File: src/rtl/pixel_frame_sequencer_if.sv
// Readout bus between pixel_frame_sequencer and the downstream consumer.
//   READ_ADDR  : output group select (driven by the sequencer)
//   DATA_VALID : the READ_ADDR group is on the bus (driven by the sequencer)
//   OUT_READY  : consumer accepts the current beat (driven by the consumer)
// A beat transfers on a rising clock edge where DATA_VALID & OUT_READY.
interface pixel_frame_sequencer_if #(
  parameter int unsigned ADDR_W = 2
) ();

  logic [ADDR_W-1:0] READ_ADDR;
  logic              DATA_VALID;
  logic              OUT_READY;

  modport master (
    output READ_ADDR,
    output DATA_VALID,
    input  OUT_READY
  );

  modport slave (
    input  READ_ADDR,
    input  DATA_VALID,
    output OUT_READY
  );

endinterface

File: src/rtl/pixel_frame_sequencer.sv
// Frame controller for the digital pixel sensor array. Runs the
// erase -> expose -> convert -> read phase sequence, drives the shared ADC
// counter during conversion and steps the output group address during readout.
//
// Ports:
//   SYSTEM_CLK     : clock, all logic on the rising edge
//   RESET          : synchronous active-high reset, aborts any frame
//   START          : begin a frame, only honoured in idle
//   CONTINUOUS     : sampled when the last beat is accepted; 1 restarts at erase
//   EXPOSE_CYCLES  : exposure length, latched at frame start (0 behaves as 1)
//   rd_bus         : readout bus (READ_ADDR, DATA_VALID out; OUT_READY in)
//   ERASE          : pixel memory erase strobe
//   EXPOSE         : photodiode integration enable
//   CONVERT        : ramp/counter enable
//   COUNTER_RESET  : one-cycle counter clear on the first conversion cycle
//   COUNTER_VALUE  : conversion code presented to the pixel memories
//   WRITE_ENABLE   : pixel memories track COUNTER_VALUE
//   BUSY           : high in every state except idle
//   FRAME_DONE     : one-cycle pulse the cycle after the last beat is accepted
//
// All outputs are registered; they are set on the edge that enters the state
// they belong to, so they line up exactly with the state they decode.
module pixel_frame_sequencer #(
  parameter int unsigned WIDTH                  = 3,
  parameter int unsigned HEIGHT                 = 3,
  parameter int unsigned OUTPUT_BUS_PIXEL_WIDTH = 3,
  parameter int unsigned BIT_DEPTH              = 10,
  parameter int unsigned ERASE_CYCLES           = 4,
  parameter int unsigned EXP_W                  = 16
) (
  input  logic                 SYSTEM_CLK,
  input  logic                 RESET,
  input  logic                 START,
  input  logic                 CONTINUOUS,
  input  logic [EXP_W-1:0]     EXPOSE_CYCLES,
  pixel_frame_sequencer_if.master rd_bus,
  output logic                 ERASE,
  output logic                 EXPOSE,
  output logic                 CONVERT,
  output logic                 COUNTER_RESET,
  output logic [BIT_DEPTH-1:0] COUNTER_VALUE,
  output logic                 WRITE_ENABLE,
  output logic                 BUSY,
  output logic                 FRAME_DONE
);

  localparam int unsigned NUM_GROUPS = (WIDTH * HEIGHT) / OUTPUT_BUS_PIXEL_WIDTH;
  localparam int unsigned ADDR_W     = (NUM_GROUPS > 1) ? $clog2(NUM_GROUPS) : 1;
  localparam int unsigned ERASE_W    = $clog2(ERASE_CYCLES + 1);
  // One down-counter serves both the erase and the exposure phase.
  localparam int unsigned CNT_W      = (EXP_W > ERASE_W) ? EXP_W : ERASE_W;

  localparam logic [ADDR_W-1:0] LastAddr  = ADDR_W'(NUM_GROUPS - 1);
  localparam logic [CNT_W-1:0]  EraseLoad = CNT_W'(ERASE_CYCLES - 1);

  if ((WIDTH * HEIGHT) % OUTPUT_BUS_PIXEL_WIDTH != 0) begin : g_bad_geometry
    $error("WIDTH*HEIGHT must be a multiple of OUTPUT_BUS_PIXEL_WIDTH");
  end
  if (ERASE_CYCLES < 1) begin : g_bad_erase
    $error("ERASE_CYCLES must be at least 1");
  end

  typedef enum logic [2:0] {
    StIdle,
    StErase,
    StExpose,
    StConvert,
    StRead
  } state_e;

  state_e               state_q;
  logic [CNT_W-1:0]     cnt_q;
  logic [EXP_W-1:0]     exp_q;
  logic                 erase_q;
  logic                 expose_q;
  logic                 convert_q;
  logic                 cnt_rst_q;
  logic [BIT_DEPTH-1:0] cval_q;
  logic                 we_q;
  logic [ADDR_W-1:0]    addr_q;
  logic                 valid_q;
  logic                 busy_q;
  logic                 done_q;

  // Zero exposure would skip the phase entirely; clamp it to one clock.
  logic [EXP_W-1:0] exp_eff;
  assign exp_eff = (EXPOSE_CYCLES == '0) ? EXP_W'(1) : EXPOSE_CYCLES;

  logic beat;
  assign beat = valid_q & rd_bus.OUT_READY;

  always_ff @(posedge SYSTEM_CLK) begin
    if (RESET) begin
      state_q   <= StIdle;
      cnt_q     <= '0;
      exp_q     <= '0;
      erase_q   <= 1'b0;
      expose_q  <= 1'b0;
      convert_q <= 1'b0;
      cnt_rst_q <= 1'b0;
      cval_q    <= '0;
      we_q      <= 1'b0;
      addr_q    <= '0;
      valid_q   <= 1'b0;
      busy_q    <= 1'b0;
      done_q    <= 1'b0;
    end else begin
      done_q    <= 1'b0;
      cnt_rst_q <= 1'b0;
      unique case (state_q)
        StIdle: begin
          if (START) begin
            state_q <= StErase;
            exp_q   <= exp_eff;
            cnt_q   <= EraseLoad;
            erase_q <= 1'b1;
            busy_q  <= 1'b1;
          end
        end

        StErase: begin
          if (cnt_q == '0) begin
            state_q  <= StExpose;
            erase_q  <= 1'b0;
            expose_q <= 1'b1;
            cnt_q    <= CNT_W'(exp_q - 1'b1);
          end else begin
            cnt_q <= cnt_q - 1'b1;
          end
        end

        StExpose: begin
          if (cnt_q == '0) begin
            state_q   <= StConvert;
            expose_q  <= 1'b0;
            convert_q <= 1'b1;
            we_q      <= 1'b1;
            cnt_rst_q <= 1'b1;
            cval_q    <= '0;
          end else begin
            cnt_q <= cnt_q - 1'b1;
          end
        end

        StConvert: begin
          // Leave on the max code so the counter never presents a wrap;
          // the code then holds until the next conversion clears it.
          if (cval_q == '1) begin
            state_q   <= StRead;
            convert_q <= 1'b0;
            we_q      <= 1'b0;
            addr_q    <= '0;
            valid_q   <= 1'b1;
          end else begin
            cval_q <= cval_q + 1'b1;
          end
        end

        StRead: begin
          if (beat) begin
            if (addr_q == LastAddr) begin
              done_q  <= 1'b1;
              valid_q <= 1'b0;
              addr_q  <= '0;
              if (CONTINUOUS) begin
                state_q <= StErase;
                exp_q   <= exp_eff;
                cnt_q   <= EraseLoad;
                erase_q <= 1'b1;
              end else begin
                state_q <= StIdle;
                busy_q  <= 1'b0;
              end
            end else begin
              addr_q <= addr_q + 1'b1;
            end
          end
        end

        default: state_q <= StIdle;
      endcase
    end
  end

  assign ERASE             = erase_q;
  assign EXPOSE            = expose_q;
  assign CONVERT           = convert_q;
  assign COUNTER_RESET     = cnt_rst_q;
  assign COUNTER_VALUE     = cval_q;
  assign WRITE_ENABLE      = we_q;
  assign BUSY              = busy_q;
  assign FRAME_DONE        = done_q;
  assign rd_bus.READ_ADDR  = addr_q;
  assign rd_bus.DATA_VALID = valid_q;

endmodule

File: src/flat_wrapper.sv
// flat-port wrapper written by rule: the top's interface ports become plain ports
module pixel_frame_sequencer_flat 
#(
  parameter int unsigned WIDTH                  = 3,
  parameter int unsigned HEIGHT                 = 3,
  parameter int unsigned OUTPUT_BUS_PIXEL_WIDTH = 3,
  parameter int unsigned BIT_DEPTH              = 10,
  parameter int unsigned ERASE_CYCLES           = 4,
  parameter int unsigned EXP_W                  = 16
)
  (SYSTEM_CLK, RESET, START, CONTINUOUS, EXPOSE_CYCLES, ERASE, EXPOSE, CONVERT, COUNTER_RESET, COUNTER_VALUE, WRITE_ENABLE, BUSY, FRAME_DONE, rd_bus_READ_ADDR, rd_bus_DATA_VALID, rd_bus_OUT_READY);
  pixel_frame_sequencer_if #(.ADDR_W(((((3) * (3) / (3)) > 1) ? $clog2(((3) * (3) / (3))) : 1))) rd_bus_i ();
  input  logic SYSTEM_CLK;
  input  logic RESET;
  input  logic START;
  input  logic CONTINUOUS;
  input  logic [EXP_W-1:0] EXPOSE_CYCLES;
  output logic ERASE;
  output logic EXPOSE;
  output logic CONVERT;
  output logic COUNTER_RESET;
  output logic [BIT_DEPTH-1:0] COUNTER_VALUE;
  output logic WRITE_ENABLE;
  output logic BUSY;
  output logic FRAME_DONE;
  output wire logic [$bits(rd_bus_i.READ_ADDR)-1:0] rd_bus_READ_ADDR;
  output wire logic [$bits(rd_bus_i.DATA_VALID)-1:0] rd_bus_DATA_VALID;
  input wire logic [$bits(rd_bus_i.OUT_READY)-1:0] rd_bus_OUT_READY;
  assign rd_bus_READ_ADDR = rd_bus_i.READ_ADDR;
  assign rd_bus_DATA_VALID = rd_bus_i.DATA_VALID;
  assign rd_bus_i.OUT_READY = rd_bus_OUT_READY;
  pixel_frame_sequencer #(.WIDTH(WIDTH), .HEIGHT(HEIGHT), .OUTPUT_BUS_PIXEL_WIDTH(OUTPUT_BUS_PIXEL_WIDTH), .BIT_DEPTH(BIT_DEPTH), .ERASE_CYCLES(ERASE_CYCLES), .EXP_W(EXP_W)) u_core (.SYSTEM_CLK(SYSTEM_CLK), .RESET(RESET), .START(START), .CONTINUOUS(CONTINUOUS), .EXPOSE_CYCLES(EXPOSE_CYCLES), .rd_bus(rd_bus_i), .ERASE(ERASE), .EXPOSE(EXPOSE), .CONVERT(CONVERT), .COUNTER_RESET(COUNTER_RESET), .COUNTER_VALUE(COUNTER_VALUE), .WRITE_ENABLE(WRITE_ENABLE), .BUSY(BUSY), .FRAME_DONE(FRAME_DONE));
endmodule
File: config.mk
export PLATFORM = sky130hd
export DESIGN_NAME = pixel_frame_sequencer_flat
export DESIGN_NICKNAME = d
export VERILOG_FILES = /design/src/rtl/pixel_frame_sequencer_if.sv /design/src/rtl/pixel_frame_sequencer.sv /design/src/flat_wrapper.sv
export SDC_FILE = /design/constraint.sdc
export NUM_CORES = 1
export LEC_CHECK = 0
export CORE_MARGIN = 10
export CORE_UTILIZATION = 46
export CTS_CLUSTER_DIAMETER = 80
export DETAILED_ROUTE_END_ITERATION = 7
export DONT_BUFFER_PORTS = 1
export PLACE_DENSITY = 0.63
export RECOVER_POWER = 100
export REMOVE_ABC_BUFFERS = 1
export SETUP_SLACK_MARGIN = 0.3
export SLEW_MARGIN = 20
export SYNTH_ARGS = -nofsm -noshare
export SYNTH_HDL_FRONTEND = slang
export SYNTH_SLANG_ARGS = --single-unit
File: constraint.sdc
create_clock -name SYSTEM_CLK -period 2.05 [get_ports SYSTEM_CLK]
set_input_delay 0.41 -clock SYSTEM_CLK [delete_from_list [all_inputs] [get_ports SYSTEM_CLK]]
set_output_delay 0.41 -clock SYSTEM_CLK [all_outputs]
set_load 0.02 [all_outputs]
==> out/metrics.yaml <==
final_util_pct: 64.37
synthFlopType: "dfxtp_1"
yosysUniqueCellTypes: 63
wl_um: 9344
tritoncts: "built"
setup_tns_ps: 0
p_seq_share_pct: 22.0
die_y_um: 101.7
whs_ps: 148.8
grt.total_usage_pct: 16.91
start_kind: "flip-flop"
required_ps: 2260
status: "completed"
syn_area_mm2: 0.003068
path_clk_slew_ps: 110
ys_async_sr_fraction_pct: 0
grt_pass1_vias: 2969
synth_top_area_share_pct: 35.24
critPathTopFamily: "simple AND/OR/NAND/NOR gates"
setup_viol: 0
cp_slowest_stage_delay_ps: 360
start_util_pct: 47.77
multi_input_area_mm2: 0.002093
gp_congestion: 0.8265
skew_ps: 17.07
cap_violations: 0
vdd_drop_max_mv: 0.7453
p_int_uw: 4063
fp.dieW_um: 101.7
p_leak_uw: 0.001583
die-area_mm2: 0.01034
path_class: "reg2reg"
combPwrFrac_pct: 67.7
n_antenna_cell: 0
seqCellArea_mm2: 0.001092
power.density_mw_per_mm2: 1724
overflow: 0
ys_warn_count: 0
cts_buffers: 5
hold_path_class: "in2reg"
worst_slew_pin_slew_ps: 535.1
drt_first_iter_violations: 304
critPathCaptureType: "flip-flop"
worstPathCellList: "inv_2, ha_4, nor4b_4, and4_1, buf_8, clkbuf_4, o2111ai_1, o2111ai_1, nand3_1"
coreArea_mm2: 0.006422
clockBufferDepth: 2
antenna_found_initial: 0
vias: 3205
fin_crit_sh_pct: 99.09
maxSlewViolCount: 0
yosysMostFrequentCell: "dfxtp_1"
syn-mean-instance-area_um2: 8.314
finalNetCount: 472
fin_crit_ps: 2031
clock-root-buffer: "clkbuf_8"
rows: 29
hpwlAfterDp_um: 6290
p_sw_uw: 3063
yosys-top-cells-area: "dfxtp_1 (35%), nor2_1 (5.3%), mux2i_1 (5.2%)"
num_io_pins: 41
path_common_cell: "o2111ai_1"
vias_per_cell: 6.093
drt_first_pass_iters: 5
placed_area_mm2: 0.003546
cts.sinks: 54
p_clk_share_pct: 10.2
synthTopCellsByCount: "dfxtp_1 (54), nor2_1 (43), a21oi_1 (24), nand2_1 (24), mux2i_1 (16)"
hold_buffers: 0
wl_per_cell_um: 17.76
grt_max_degree: 45
fillers: 524
grt_pass1_wl_um: 14550
slowest_stage: "and4_1"
timing.fmax_mhz: 492.3
drive_gt1_share_pct: 32.96
synth_edf_count: 0
seq_area_frac_synth_pct: 35.24
crit_arrival_ps: 2240
drc_errors: 0
crit_buf_inv: 3
slew_headroom_pct: 64.33
rsz0062_at_grt: "true"
hold_violations: 0
syn_inst: 369
power_uw: 7126
insertion_delay_ps: 310
ant_nets: 0
io_buffers: 0
yosysTopAreaCell: "dfxtp_1"
sw_frac_of_total_pct: 42.98
worst-path-max-fanout: 7
stdcell_area_mm2: 0.004134
area_growth_pct: 34.75
yosys_register_bits: 54
htreeDepth: 2
-- cells in the final DEF (no fill, tap or decap), drive strengths merged, types with 4 or more instances in the layout --
cell type,count
a211oi,6
a21oi,24
a31oi,4
a32oi,5
and3,4
buf,73
clkbuf,23
dfxtp,54
inv,14
mux2i,16
nand2,25
nand2b,7
nand3,14
nand4,5
nor2,45
nor3,13
nor4,12
o21ai,14
o31ai,10
or3,5
or4,7
xnor2,5
xor2,8
-- cells by family (layout without fill, tap and decap cells) --
logic type / Yosys count / after routing / synth area share, %
buffers and inverters: 35 / 114 / 4.690
AOI/OAI and AO/OA: 94 / 94 / 21.66
adders and majority gates: 3 / 3 / 1.224
and+or+nand+nor: 154 / 155 / 28.26
xor gates and xnor gates: 13 / 13 / 3.711
DFF: 54 / 54 / 35.24
muxes: 16 / 16 / 5.220
-- final cells by class --
cell class / count / area share, %
Clock buffer: 6 / 1.755
Clock inverter: 2 / 0.9080
Inverter: 16 / 1.544
Multi-Input combinational cell: 281 / 50.64
Sequential cell: 54 / 26.42
Tap cell: 77 / 2.331
Timing Repair Buffer: 90 / 16.40
-- layer usage --
layer | up-vias | track usage [%] | wire length, um
li1 | 1540 | - | -
met1 | 1540 | 20.80 | 3899
met2 | 104 | 29.08 | 4601
met3 | 21 | 3.948 | 615
met4 | 0 | 4.070 | 228
met5 | - | 0 | 0
-- sequential cells by signal, summed over array words and instances (netlist names) --
signal                    flops
u_core.cnt_q                 16
u_core.exp_q                 16
u_core.COUNTER_VALUE         10
u_core.state_q                3
u_core.rd_bus.READ_ADDR       2
u_core.BUSY                   1
u_core.CONVERT                1
u_core.COUNTER_RESET          1
u_core.ERASE                  1
u_core.EXPOSE                 1
u_core.FRAME_DONE             1
u_core.rd_bus.DATA_VALID      1
-- metrics by stage --
step	worst slack, ps	cells
3_3_place_gp	27.86	489
4_1_cts	65.27	509
5_1_grt	-12.57	526
3_5_place_dp	-33.44	489
2_1_floorplan	-317.9	350
6_report	18.62	526
-- repair_timing --
item,in CTS,in global routing
endpoints found under the setup margin,28,44
pin swaps,36,22
cloned,0,1
buffers inserted,12,16
resized for setup,54,39
hold endpoints to repair,0,0
-- worst reg2reg max path, stage by stage, from the launching register on --
cell and delay, ps:
dfxtp_2 340, inv_2 80, ha_4 130, nor4b_4 220
and4_1 360, buf_8 170, clkbuf_4 130, o2111ai_1 220
o2111ai_1 190, nand3_1 90
-- power groups by stage --
stage / clock network [uW] / registers [uW] / logic [uW]
floorplan: 0 / 1550 / 2070
global placement: 0 / 1550 / 3360
CTS: 737 / 1550 / 4170
finish: 730 / 1570 / 4830
detailed placement: 0 / 1550 / 3400
global route: 785 / 1610 / 5130
-- path summary, 6_finish.rpt --
path,start,endpoint,slack (ps),cells past startpoint
setup reg to reg,u_core.cnt_q[1],u_core.cnt_q[15],20,9
hold reg to reg,u_core.cnt_q[7],u_core.cnt_q[7],520,2
setup / recovery,u_core.cnt_q[1],u_core.cnt_q[15],20,9
hold / removal,RESET,u_core.exp_q[10],150,1
No activity file was read; power rests on OpenSTA's default activity.
